===== src/rtl/inst_fetch_queue_pkg.sv =====
// Shared definitions for the instruction fetch queue: reset level, flags,
// bus types and the fetch address increment.
package inst_fetch_queue_pkg;

  localparam logic RstEnableN = 1'b0;
  localparam logic True       = 1'b1;
  localparam logic False      = 1'b0;

  typedef logic [31:0] inst_bus_t;
  typedef logic [31:0] inst_addr_bus_t;

  localparam inst_addr_bus_t WordInc = 32'd4;

endpackage


===== src/rtl/inst_fetch_queue_fifo.sv =====
// Synchronous (inst, pc) FIFO with flush; a push into a full FIFO is taken
// when a pop happens in the same cycle.
module inst_fifo
  import inst_fetch_queue_pkg::*;
#(
  parameter int unsigned DEPTH = 4
) (
  input  logic                         clk,
  input  logic                         rst,
  input  logic                         push,
  input  logic                         pop,
  input  logic                         flush,
  input  inst_bus_t                    data_in,
  input  inst_addr_bus_t               pc_in,
  output inst_bus_t                    data_out,
  output inst_addr_bus_t               pc_out,
  output logic [$clog2(DEPTH+1)-1:0]   count,
  output logic                         full,
  output logic                         empty
);

  localparam int unsigned PW = (DEPTH > 1) ? $clog2(DEPTH) : 1;
  localparam int unsigned CW = $clog2(DEPTH + 1);

  inst_bus_t      data_mem [DEPTH];
  inst_addr_bus_t pc_mem   [DEPTH];
  logic [PW-1:0]  head;
  logic [PW-1:0]  tail;
  logic           do_push;
  logic           do_pop;

  assign full     = (count == CW'(DEPTH));
  assign empty    = (count == '0);
  assign do_pop   = pop && !empty;
  assign do_push  = push && (!full || do_pop);
  assign data_out = data_mem[head];
  assign pc_out   = pc_mem[head];

  always_ff @(posedge clk) begin
    if (rst == RstEnableN) begin
      head  <= '0;
      tail  <= '0;
      count <= '0;
      for (int unsigned i = 0; i < DEPTH; i++) begin
        data_mem[i] <= '0;
        pc_mem[i]   <= '0;
      end
    end else if (flush) begin
      head  <= '0;
      tail  <= '0;
      count <= '0;
    end else begin
      if (do_push) begin
        data_mem[tail] <= data_in;
        pc_mem[tail]   <= pc_in;
        tail           <= tail + 1'b1;
      end
      if (do_pop) begin
        head <= head + 1'b1;
      end
      count <= count + CW'(do_push) - CW'(do_pop);
    end
  end

endmodule


===== src/rtl/inst_fetch_queue.sv =====
// Fetch stage: drives the next fetch address, accepts in-order words by
// address compare, and queues them for decode; redirect flushes and refetches.
module inst_fetch_queue
  import inst_fetch_queue_pkg::*;
#(
  parameter int unsigned    DEPTH    = 4,
  parameter inst_addr_bus_t RESET_PC = 32'h0
) (
  input  logic           clk,
  input  logic           rst,
  input  logic           mem_take,
  input  logic           mem_avalible,
  input  inst_bus_t      mem_inst,
  input  inst_addr_bus_t mem_inst_addr,
  output inst_addr_bus_t mem_fetch_addr,
  input  logic           redirect,
  input  inst_addr_bus_t redirect_pc,
  output logic           id_valid,
  output inst_bus_t      id_inst,
  output inst_addr_bus_t id_pc,
  input  logic           id_ready
);

  inst_addr_bus_t               expect_pc;
  logic                         pop;
  logic                         accept;
  logic                         fifo_full;
  logic                         fifo_empty;
  logic [$clog2(DEPTH+1)-1:0]   fifo_count;
  logic                         unused_sink;

  // The controller always fetches expect_pc next, so the take strobe carries
  // no information this stage needs.
  assign unused_sink = &{1'b0, mem_take, fifo_count};

  assign mem_fetch_addr = redirect ? redirect_pc : expect_pc;
  assign id_valid       = !fifo_empty;
  assign pop            = id_valid && id_ready && !redirect;
  assign accept         = mem_avalible && !redirect &&
                          (mem_inst_addr == expect_pc) && (!fifo_full || pop);

  always_ff @(posedge clk) begin
    if (rst == RstEnableN) begin
      expect_pc <= RESET_PC;
    end else if (redirect) begin
      expect_pc <= redirect_pc;
    end else if (accept) begin
      expect_pc <= expect_pc + WordInc;
    end
  end

  inst_fifo #(.DEPTH(DEPTH)) u_fifo (
    .clk      (clk),
    .rst      (rst),
    .push     (accept),
    .pop      (pop),
    .flush    (redirect),
    .data_in  (mem_inst),
    .pc_in    (mem_inst_addr),
    .data_out (id_inst),
    .pc_out   (id_pc),
    .count    (fifo_count),
    .full     (fifo_full),
    .empty    (fifo_empty)
  );

endmodule


===== config.mk =====
export PLATFORM = sky130hd
export DESIGN_NAME = inst_fetch_queue
export DESIGN_NICKNAME = d
export VERILOG_FILES = /design/src/rtl/inst_fetch_queue_pkg.sv /design/src/rtl/inst_fetch_queue_fifo.sv /design/src/rtl/inst_fetch_queue.sv
export SDC_FILE = /design/constraint.sdc
export NUM_CORES = 1
export LEC_CHECK = 0
export ABC_AREA = 1
export BUFFER_PORTS_ARGS = -buffer_cell sky130_fd_sc_hd__buf_4
export CAP_MARGIN = 20
export CORE_MARGIN = 2
export CORE_UTILIZATION = 58
export CTS_CLUSTER_DIAMETER = 80
export DETAILED_ROUTE_END_ITERATION = 8
export PLACE_DENSITY = 0.77
export SLEW_MARGIN = 20
export SYNTH_ARGS = -nofsm -noshare
export SYNTH_HDL_FRONTEND = slang
export SYNTH_HIERARCHICAL = 1
export SYNTH_SLANG_ARGS = --single-unit

===== constraint.sdc =====
create_clock -name clk -period 9 [get_ports clk]
set_clock_uncertainty 0.05 [all_clocks]
set_input_delay 0.45 -clock clk [delete_from_list [all_inputs] [get_ports clk]]
set_output_delay 0.45 -clock clk [all_outputs]
set_load 0.02 [all_outputs]

==> run_summary.xml, run 1 <==
<?xml version="1.0" encoding="UTF-8"?>
<metrics>
  <group name="worst_setup_path">
    <metric name="cell_by_cell_listing_of_the_critical_path" unit="">nor2_1 -&gt; nand2_1 -&gt; inv_1 -&gt; inv_1 -&gt; nand2_1 -&gt; nor2_1 -&gt; nor2_1 -&gt; nor2_1 -&gt; nand3b_1 -&gt; nor4_1 -&gt; nand3_4 -&gt; o21ai_4 -&gt; buf_4</metric>
    <metric name="timing.critical_path.to_type" unit="">flip-flop</metric>
    <metric name="crit_type" unit="">reg -&gt; reg</metric>
    <metric name="crit_path_max_incr_delay" unit="ns">0.87</metric>
    <metric name="setup_crit_start_kind" unit="">flip-flop</metric>
    <metric name="worst-endpoint-required" unit="ns">9.12</metric>
    <metric name="worst-endpoint-arrival" unit="ns">4.80</metric>
    <metric name="timing.critical_path.fanout_max" unit="">54</metric>
    <metric name="r2r_slack" unit="ns">4.33</metric>
    <metric name="critical-path-slowest-cell" unit="">nor4_1</metric>
    <metric name="path_common_cell" unit="">nor2_1</metric>
  </group>
  <group name="timing">
    <metric name="final.setup.worst_slack" unit="ns">4.33</metric>
    <metric name="final_min_period_over_clock_period" unit="">0.519</metric>
    <metric name="report.final.slew_viol_count" unit="">0</metric>
    <metric name="grt_setup_unrepaired" unit="">false</metric>
    <metric name="worst_max_slew_margin_expressed_relative_to_the_limit" unit="">0.249</metric>
    <metric name="finalSetupViolCount" unit="">0</metric>
    <metric name="fmaxAchievable" unit="MHz">214</metric>
    <metric name="post-route-min-period" unit="ns">4.67</metric>
    <metric name="final_hold_vios" unit="">0</metric>
    <metric name="tightestPinTransition" unit="ns">1.12</metric>
    <metric name="final.setup.tns" unit="ns">0</metric>
  </group>
  <group name="clock_tree">
    <metric name="cts-hold-fix-buffers" unit="">0</metric>
    <metric name="clk_pin_slew_worst_paths" unit="ns">0.06</metric>
    <metric name="cts.repair.resized" unit="">0</metric>
    <metric name="cts_root_buffer" unit="">clkbuf_16</metric>
    <metric name="cts_buf_count" unit="">30</metric>
    <metric name="post-cts-setup-buffers" unit="">0</metric>
    <metric name="clk-insertion-delay-late" unit="ns">0.55</metric>
    <metric name="clock_tree.htree_level_count" unit="">1</metric>
    <metric name="cts_tree" unit="">done</metric>
    <metric name="cts.sinks" unit="">297</metric>
    <metric name="ctsLongestPathBuffers" unit="">3</metric>
  </group>
  <group name="floorplanning">
    <metric name="die_ar" unit="sq um">27000</metric>
    <metric name="row_count" unit="">58</metric>
    <metric name="initial_utilization" unit="">0.591</metric>
    <metric name="core-area" unit="sq um">25300</metric>
    <metric name="die-height" unit="microns">164</metric>
    <metric name="io_pins" unit="">199</metric>
    <metric name="chipWidth" unit="microns">164</metric>
  </group>
  <group name="global_routing">
    <metric name="globalRoute.busiestLayer" unit="">met2</metric>
    <metric name="number_of_antenna_violations_at_the_first_check_in_global_routing" unit="">0</metric>
    <metric name="leftover_overflow_at_the_end_of_global_routing" unit="">0</metric>
    <metric name="met3_global_route_usage" unit="">0.0352</metric>
    <metric name="grt.met1_usage" unit="">0.356</metric>
    <metric name="use_met2" unit="">0.501</metric>
    <metric name="maximum_number_of_pins_on_one_net_before_global_route_repair" unit="">95</metric>
    <metric name="wire_length_of_the_first_global_routing_pass" unit="microns">60000</metric>
    <metric name="grt_usage" unit="">0.285</metric>
    <metric name="via_count_of_the_first_global_routing_pass" unit="">11900</metric>
  </group>
  <group name="placed_design">
    <metric name="number_of_buffers_added_on_ports" unit="">197</metric>
    <metric name="dp_slack" unit="ns">4.31</metric>
    <metric name="place_hpwl" unit="microns">23100</metric>
    <metric name="place.gp.congestion" unit="">0.962</metric>
  </group>
  <group name="drt">
    <metric name="via_count" unit="">12400</metric>
    <metric name="route.final.wire_length" unit="microns">38800</metric>
    <metric name="routedWlPerCell" unit="microns">17.7</metric>
    <metric name="dr.pass1.iters" unit="">5</metric>
    <metric name="drt-vias-per-instance" unit="">5.68</metric>
    <metric name="drt_drc_violations_left" unit="">0</metric>
    <metric name="detail-route-antenna-nets" unit="">0</metric>
    <metric name="drt_first_iter_violations" unit="">1141</metric>
  </group>
  <group name="layout">
    <metric name="num-fill-cells" unit="">1998</metric>
    <metric name="nNetsFinal" unit="">1936</metric>
    <metric name="most-common-layout-cells" unit="">nor2_1 (383), edfxtp_1 (256), nand2_1 (243), buf_4 (210), o21ai_0 (159)</metric>
    <metric name="finish.utilization" unit="">0.687</metric>
    <metric name="number_of_antenna_diodes" unit="">0</metric>
    <metric name="synthToLayoutAreaGrowth" unit="%">16.3</metric>
    <metric name="layout-drive-gt1-share" unit="">0.164</metric>
    <metric name="layout_commonest_cell" unit="">nor2_1</metric>
  </group>
  <group name="logic_synthesis">
    <metric name="synth_cell_type_count" unit="">39</metric>
    <metric name="ys_seq_area_frac" unit="">0.570</metric>
    <metric name="ys_ff_latch" unit="">297</metric>
    <metric name="netlist_area_before_placement" unit="sq um">14900</metric>
    <metric name="syn-instance-count" unit="">1701</metric>
    <metric name="synth_warnings" unit="">6</metric>
    <metric name="number_of_nets_produced_by_synthesis" unit="">1806</metric>
    <metric name="synthesis.area_per_instance" unit="sq um">8.77</metric>
  </group>
  <group name="power_and_ir_drop">
    <metric name="p_per_area" unit="nW/um^2">174</metric>
    <metric name="power_leakage" unit="nW">7.32</metric>
    <metric name="max-vdd-ir-drop" unit="uV">180</metric>
    <metric name="overall_power" unit="W">0.00303</metric>
  </group>
  <group name="outcome">
    <metric name="run_status" unit="">finished clean</metric>
  </group>
  <group name="min_path">
    <metric name="hold_path.class" unit="">in -&gt; reg</metric>
  </group>
  <group name="flow_run">
    <metric name="timing.max_cap.violations" unit="">0</metric>
  </group>
</metrics>
cell usage after synthesis (all sizes together):
| cell type | number | area [sq um] |
|---|---|---|
| nor3 | 142 | 821 |
| fa | 1 | 20.0 |
| nor2 | 388 | 1480 |
| o211ai | 1 | 7.51 |
| o211a | 1 | 10.0 |
| and2 | 1 | 6.26 |
| nand3b | 1 | 7.51 |
| nor4 | 1 | 6.26 |
| or2 | 1 | 6.26 |
| a31oi | 3 | 18.8 |
| clkbuf | 59 | 223 |
| o22ai | 64 | 400 |
| buf | 53 | 329 |
| nand3 | 56 | 295 |
| a21boi | 3 | 22.5 |
| nand2 | 246 | 931 |
| clkinv | 1 | 3.75 |
| o31ai | 6 | 45.0 |
| nand4 | 15 | 93.8 |
| o21ai | 162 | 811 |
| dfxtp | 41 | 821 |
| xor2 | 4 | 35.0 |
| xnor2 | 12 | 105 |
| a221oi | 1 | 8.76 |
| inv | 158 | 593 |
| edfxtp | 256 | 7690 |
| a21oi | 22 | 110 |
| ha | 2 | 25.0 |
flip-flops by register name, indices dropped and copies added (netlist names), named ones only:
signal           count
expect_pc           32
u_fifo/head          2
u_fifo/count         3
u_fifo/tail          2
u_fifo/data_mem    128
u_fifo/pc_mem      128
power breakdown:
part	switching [W]	leakage, nW	total, W	internal, W
clock	0.000504	0.465	0.00119	0.000688
combinational	0.000170	3.92	0.000265	0.0000949
sequential	0.0000262	2.93	0.00157	0.00154
layout make-up:
cell class | instances | area, sq um | share of cell area
Clock buffer | 42 | 857 | 0.0494
Tap cell | 330 | 413 | 0.0238
Timing Repair Buffer | 210 | 1580 | 0.0908
Inverter | 159 | 598 | 0.0345
Clock inverter | 14 | 91.3 | 0.00526
Multi-Input combinational cell | 1133 | 5310 | 0.306
Sequential cell | 297 | 8520 | 0.491
critical path: cells and delay by family, from the launching register on:
| family | cells | cell delay (ns) |
|---|---|---|
| AND/OR/NAND/NOR | 9 | 2.34 |
| buffers and inverters | 3 | 0.85 |
| AO/OA/AOI/OAI | 1 | 0.61 |
| flip-flops | 1 | 0.41 |
per-stage QoR:
stage | hold WS, ns | cells | area [sq um]
4_1_cts | 0.128 | 2185 | 17400
3_5_place_dp | 0.448 | 2129 | 16400
5_1_grt | 0.145 | 2185 | 17400
2_1_floorplan | 0.415 | 1701 | 14900
6_report | 0.140 | 2185 | 17400
3_3_place_gp | 0.419 | 2129 | 16400
final timing paths:
kind                    from                  end  depth (start not counted)
min reg2reg   u_fifo/head[1]            flip-flop                          2
min           redirect_pc[1]         expect_pc[1]                          3
max reg2reg  u_fifo/count[1]  u_fifo/pc_mem[2][0]                         13
max          u_fifo/count[1]  u_fifo/pc_mem[2][0]                         13
metal layers:
metal / part of all wire / up-vias / routed length, microns
met1: 0.39 / 5742 / 15000
met5: 0 / - / 0
met3: 0.080 / 87 / 3090
met4: 0.031 / 0 / 1190
met2: 0.50 / 583 / 19500
li1: - / 5993 / -
cells by family after synthesis:
family	Yosys count	synth area share
and+or+nand+nor	851	0.244
xor gates and xnor gates	16	0.00939
DFF	297	0.570
adders and majority gates	3	0.00302
buffers and inverters	271	0.0770
AOI/OAI and AO/OA	263	0.0961
Note: power is estimated with default switching activity, not from simulation.
==> inputs of run 2 (changes only) <==
- clock period: 9 -> 4.3 ns (I/O delays scaled with it)
==> run_summary.xml, run 2 (synthesis gave the netlist of run 1 again) <==
<?xml version="1.0" encoding="UTF-8"?>
<metrics>
  <group name="outcome">
    <metric name="run_status" unit="">finished clean</metric>
  </group>
  <group name="clock_tree">
    <metric name="cts.sinks" unit="">297</metric>
    <metric name="cts_buf_count" unit="">30</metric>
    <metric name="clk-insertion-delay-late" unit="ns">0.55</metric>
    <metric name="clk_pin_slew_worst_paths" unit="ns">0.06</metric>
    <metric name="ctsLongestPathBuffers" unit="">3</metric>
    <metric name="clock_tree.htree_level_count" unit="">1</metric>
    <metric name="post-cts-setup-buffers" unit="">0</metric>
    <metric name="cts_root_buffer" unit="">clkbuf_16</metric>
    <metric name="cts_tree" unit="">done</metric>
  </group>
  <group name="worst_setup_path">
    <metric name="worst_r2r_endpoint" unit="">u_fifo/data_mem[0][25]</metric>
    <metric name="crit_type" unit="">reg -&gt; reg</metric>
    <metric name="worstReg2RegStart" unit="">u_fifo/count[1]</metric>
    <metric name="timing.critical_path.fanout_max" unit="">27</metric>
    <metric name="worst-endpoint-arrival" unit="ns">3.41</metric>
    <metric name="setup_crit_start_kind" unit="">flip-flop</metric>
    <metric name="timing.critical_path.to_type" unit="">flip-flop</metric>
    <metric name="worst-endpoint-required" unit="ns">4.49</metric>
    <metric name="rr_worst_depth" unit="">14</metric>
    <metric name="r2r_slack" unit="ns">1.08</metric>
  </group>
  <group name="timing">
    <metric name="final_hold_vios" unit="">0</metric>
    <metric name="worst_max_slew_margin_expressed_relative_to_the_limit" unit="">0.333</metric>
    <metric name="finalHoldWorstSlack" unit="ns">0.0147</metric>
    <metric name="fmaxAchievable" unit="MHz">310</metric>
    <metric name="post-route-min-period" unit="ns">3.22</metric>
    <metric name="finalSetupViolCount" unit="">0</metric>
    <metric name="grt_setup_unrepaired" unit="">false</metric>
    <metric name="report.final.slew_viol_count" unit="">0</metric>
    <metric name="tightestPinTransition" unit="ns">1.00</metric>
    <metric name="final_min_period_over_clock_period" unit="">0.749</metric>
    <metric name="final.setup.tns" unit="ns">0</metric>
  </group>
  <group name="drt">
    <metric name="via_count" unit="">12800</metric>
    <metric name="drt-vias-per-instance" unit="">5.69</metric>
    <metric name="detail-route-antenna-nets" unit="">0</metric>
    <metric name="route.met3.wl" unit="microns">3640</metric>
    <metric name="routedWlPerCell" unit="microns">18.1</metric>
    <metric name="drt_drc_violations_left" unit="">0</metric>
    <metric name="drt-met1-wl" unit="microns">16000</metric>
    <metric name="route.final.wire_length" unit="microns">40700</metric>
    <metric name="highest_layer" unit="">met5</metric>
    <metric name="dr.pass1.iters" unit="">6</metric>
    <metric name="met2WireLength" unit="microns">20100</metric>
    <metric name="drt_first_iter_violations" unit="">1233</metric>
  </group>
  <group name="min_path">
    <metric name="hold_path.class" unit="">in -&gt; reg</metric>
    <metric name="worst_hold_path.num_cells" unit="">5</metric>
    <metric name="endpoint_of_the_worst_hold_timing_path" unit="">expect_pc[25]</metric>
    <metric name="hold_path.startpoint" unit="">redirect_pc[25]</metric>
  </group>
  <group name="floorplanning">
    <metric name="die_ar" unit="sq um">27000</metric>
    <metric name="core-area" unit="sq um">25300</metric>
    <metric name="initial_utilization" unit="">0.591</metric>
    <metric name="die-height" unit="microns">164</metric>
    <metric name="row_count" unit="">58</metric>
    <metric name="chipWidth" unit="microns">164</metric>
    <metric name="io_pins" unit="">199</metric>
  </group>
  <group name="power_and_ir_drop">
    <metric name="p_switching" unit="W">0.00150</metric>
    <metric name="power_report.internal_total" unit="W">0.00502</metric>
    <metric name="seqPwrFrac" unit="">0.504</metric>
    <metric name="power.combinational.fraction" unit="">0.094</metric>
    <metric name="power_leakage" unit="nW">7.64</metric>
    <metric name="p_sw_frac" unit="">0.230</metric>
    <metric name="max-vdd-ir-drop" unit="uV">382</metric>
    <metric name="power.share.clock" unit="">0.402</metric>
    <metric name="p_per_area" unit="nW/um^2">359</metric>
  </group>
  <group name="flow_run">
    <metric name="timing.max_cap.violations" unit="">0</metric>
  </group>
  <group name="global_routing">
    <metric name="maximum_number_of_pins_on_one_net_before_global_route_repair" unit="">92</metric>
    <metric name="via_count_of_the_first_global_routing_pass" unit="">12300</metric>
    <metric name="grt_usage" unit="">0.295</metric>
    <metric name="leftover_overflow_at_the_end_of_global_routing" unit="">0</metric>
    <metric name="wire_length_of_the_first_global_routing_pass" unit="microns">62800</metric>
    <metric name="number_of_antenna_violations_at_the_first_check_in_global_routing" unit="">1</metric>
  </group>
  <group name="layout">
    <metric name="layout_commonest_cell" unit="">nor2_1</metric>
    <metric name="synthToLayoutAreaGrowth" unit="%">21.5</metric>
    <metric name="stdcell_area" unit="sq um">18100</metric>
    <metric name="layout_top_registers" unit="">u_fifo/data_mem x128, u_fifo/pc_mem x128, expect_pc x32</metric>
    <metric name="most-common-layout-cells" unit="">nor2_1 (383), edfxtp_1 (256), nand2_1 (243), buf_4 (209), o21ai_0 (159)</metric>
    <metric name="nNetsFinal" unit="">2002</metric>
    <metric name="number_of_antenna_diodes" unit="">0</metric>
    <metric name="layout-drive-gt1-share" unit="">0.161</metric>
  </group>
  <group name="placed_design">
    <metric name="place.gp.congestion" unit="">1.00</metric>
    <metric name="number_of_buffers_added_on_ports" unit="">197</metric>
    <metric name="place_hpwl" unit="microns">23900</metric>
    <metric name="dpl_cell_area" unit="sq um">16500</metric>
  </group>
</metrics>
-- run 2: cell count changes in the layout (fill, tap and decap cells not counted), moves of 3 or more --
cell           delta
clkbuf_8          -4
bufinv_16         +3
dlygate4sd3_1    +61
buf_12            +6
clkinv_1          +3
clkbuf_1          -3
-- run 2: layout make-up --
cell class,count,area (sq um)
sequential,297,8520
fill,1882,7130
multi-input combinational,1133,5310
timing repair buffer,276,2300
clock buffer,35,791
inverter,159,601
tap,330,413
clock inverter,21,200
-- run 2: worst max path at each step --
stage                    start                     end  slack [ns]  cells past startpoint
2_1_floorplan  u_fifo/count[1]   u_fifo/data_mem[2][0]        0.01                     13
3_3_place_gp   u_fifo/count[1]  u_fifo/data_mem[0][27]        1.24                     14
3_5_place_dp   u_fifo/count[1]  u_fifo/data_mem[0][26]        1.07                     14
4_1_cts        u_fifo/count[1]  u_fifo/data_mem[0][22]        1.07                     14
5_1_grt        u_fifo/count[1]  u_fifo/data_mem[0][25]        0.80                     14
6_report       u_fifo/count[1]  u_fifo/data_mem[0][25]        1.08                     14
-- run 2: critical path, stage by stage, from the launching register on --
cell and delay [ns]:
dfxtp_1 0.40, nor2_1 0.10, nand2_1 0.08, inv_1 0.04, inv_1 0.06, nand2_1 0.05
nor2_1 0.17, nor2_1 0.11, nor2_1 0.13, nand3b_1 0.11, nor4_1 0.28, buf_4 0.21
nand4_1 0.20, o21ai_4 0.64, buf_12 0.29
-- run 2: power by group through the flow --
stage | sequential, W | combinational, W | clock (W)
finish | 0.00328 | 0.000613 | 0.00262
global route | 0.00330 | 0.000666 | 0.00274
CTS | 0.00328 | 0.000608 | 0.00263
detailed placement | 0.00334 | 0.000561 | 0
global placement | 0.00334 | 0.000554 | 0
floorplan | 0.00333 | 0.000323 | 0
-- run 2: what timing repair did --
action                    in CTS  in global routing
hold endpoints to repair      99                  0
gates resized for setup        0                  0
hold buffers                  61                  0
-- run 2: layer usage --
metal,up-vias,global-route usage
met1,5957,0.382
met3,86,0.0382
met4,2,0.0921
met2,653,0.519
li1,6114,-
met5,-,0
-- run 2: through the flow --
stage,util,setup WS [ns],instances,power (W)
final,0.718,1.08,2251,0.00652
after global routing,0.718,0.795,2251,0.00670
after CTS,0.718,1.07,2251,0.00652
after detailed placement,0.654,1.07,2134,0.00390
after global placement,0.654,1.24,2134,0.00389
after floorplan,-,0.0117,1701,0.00365
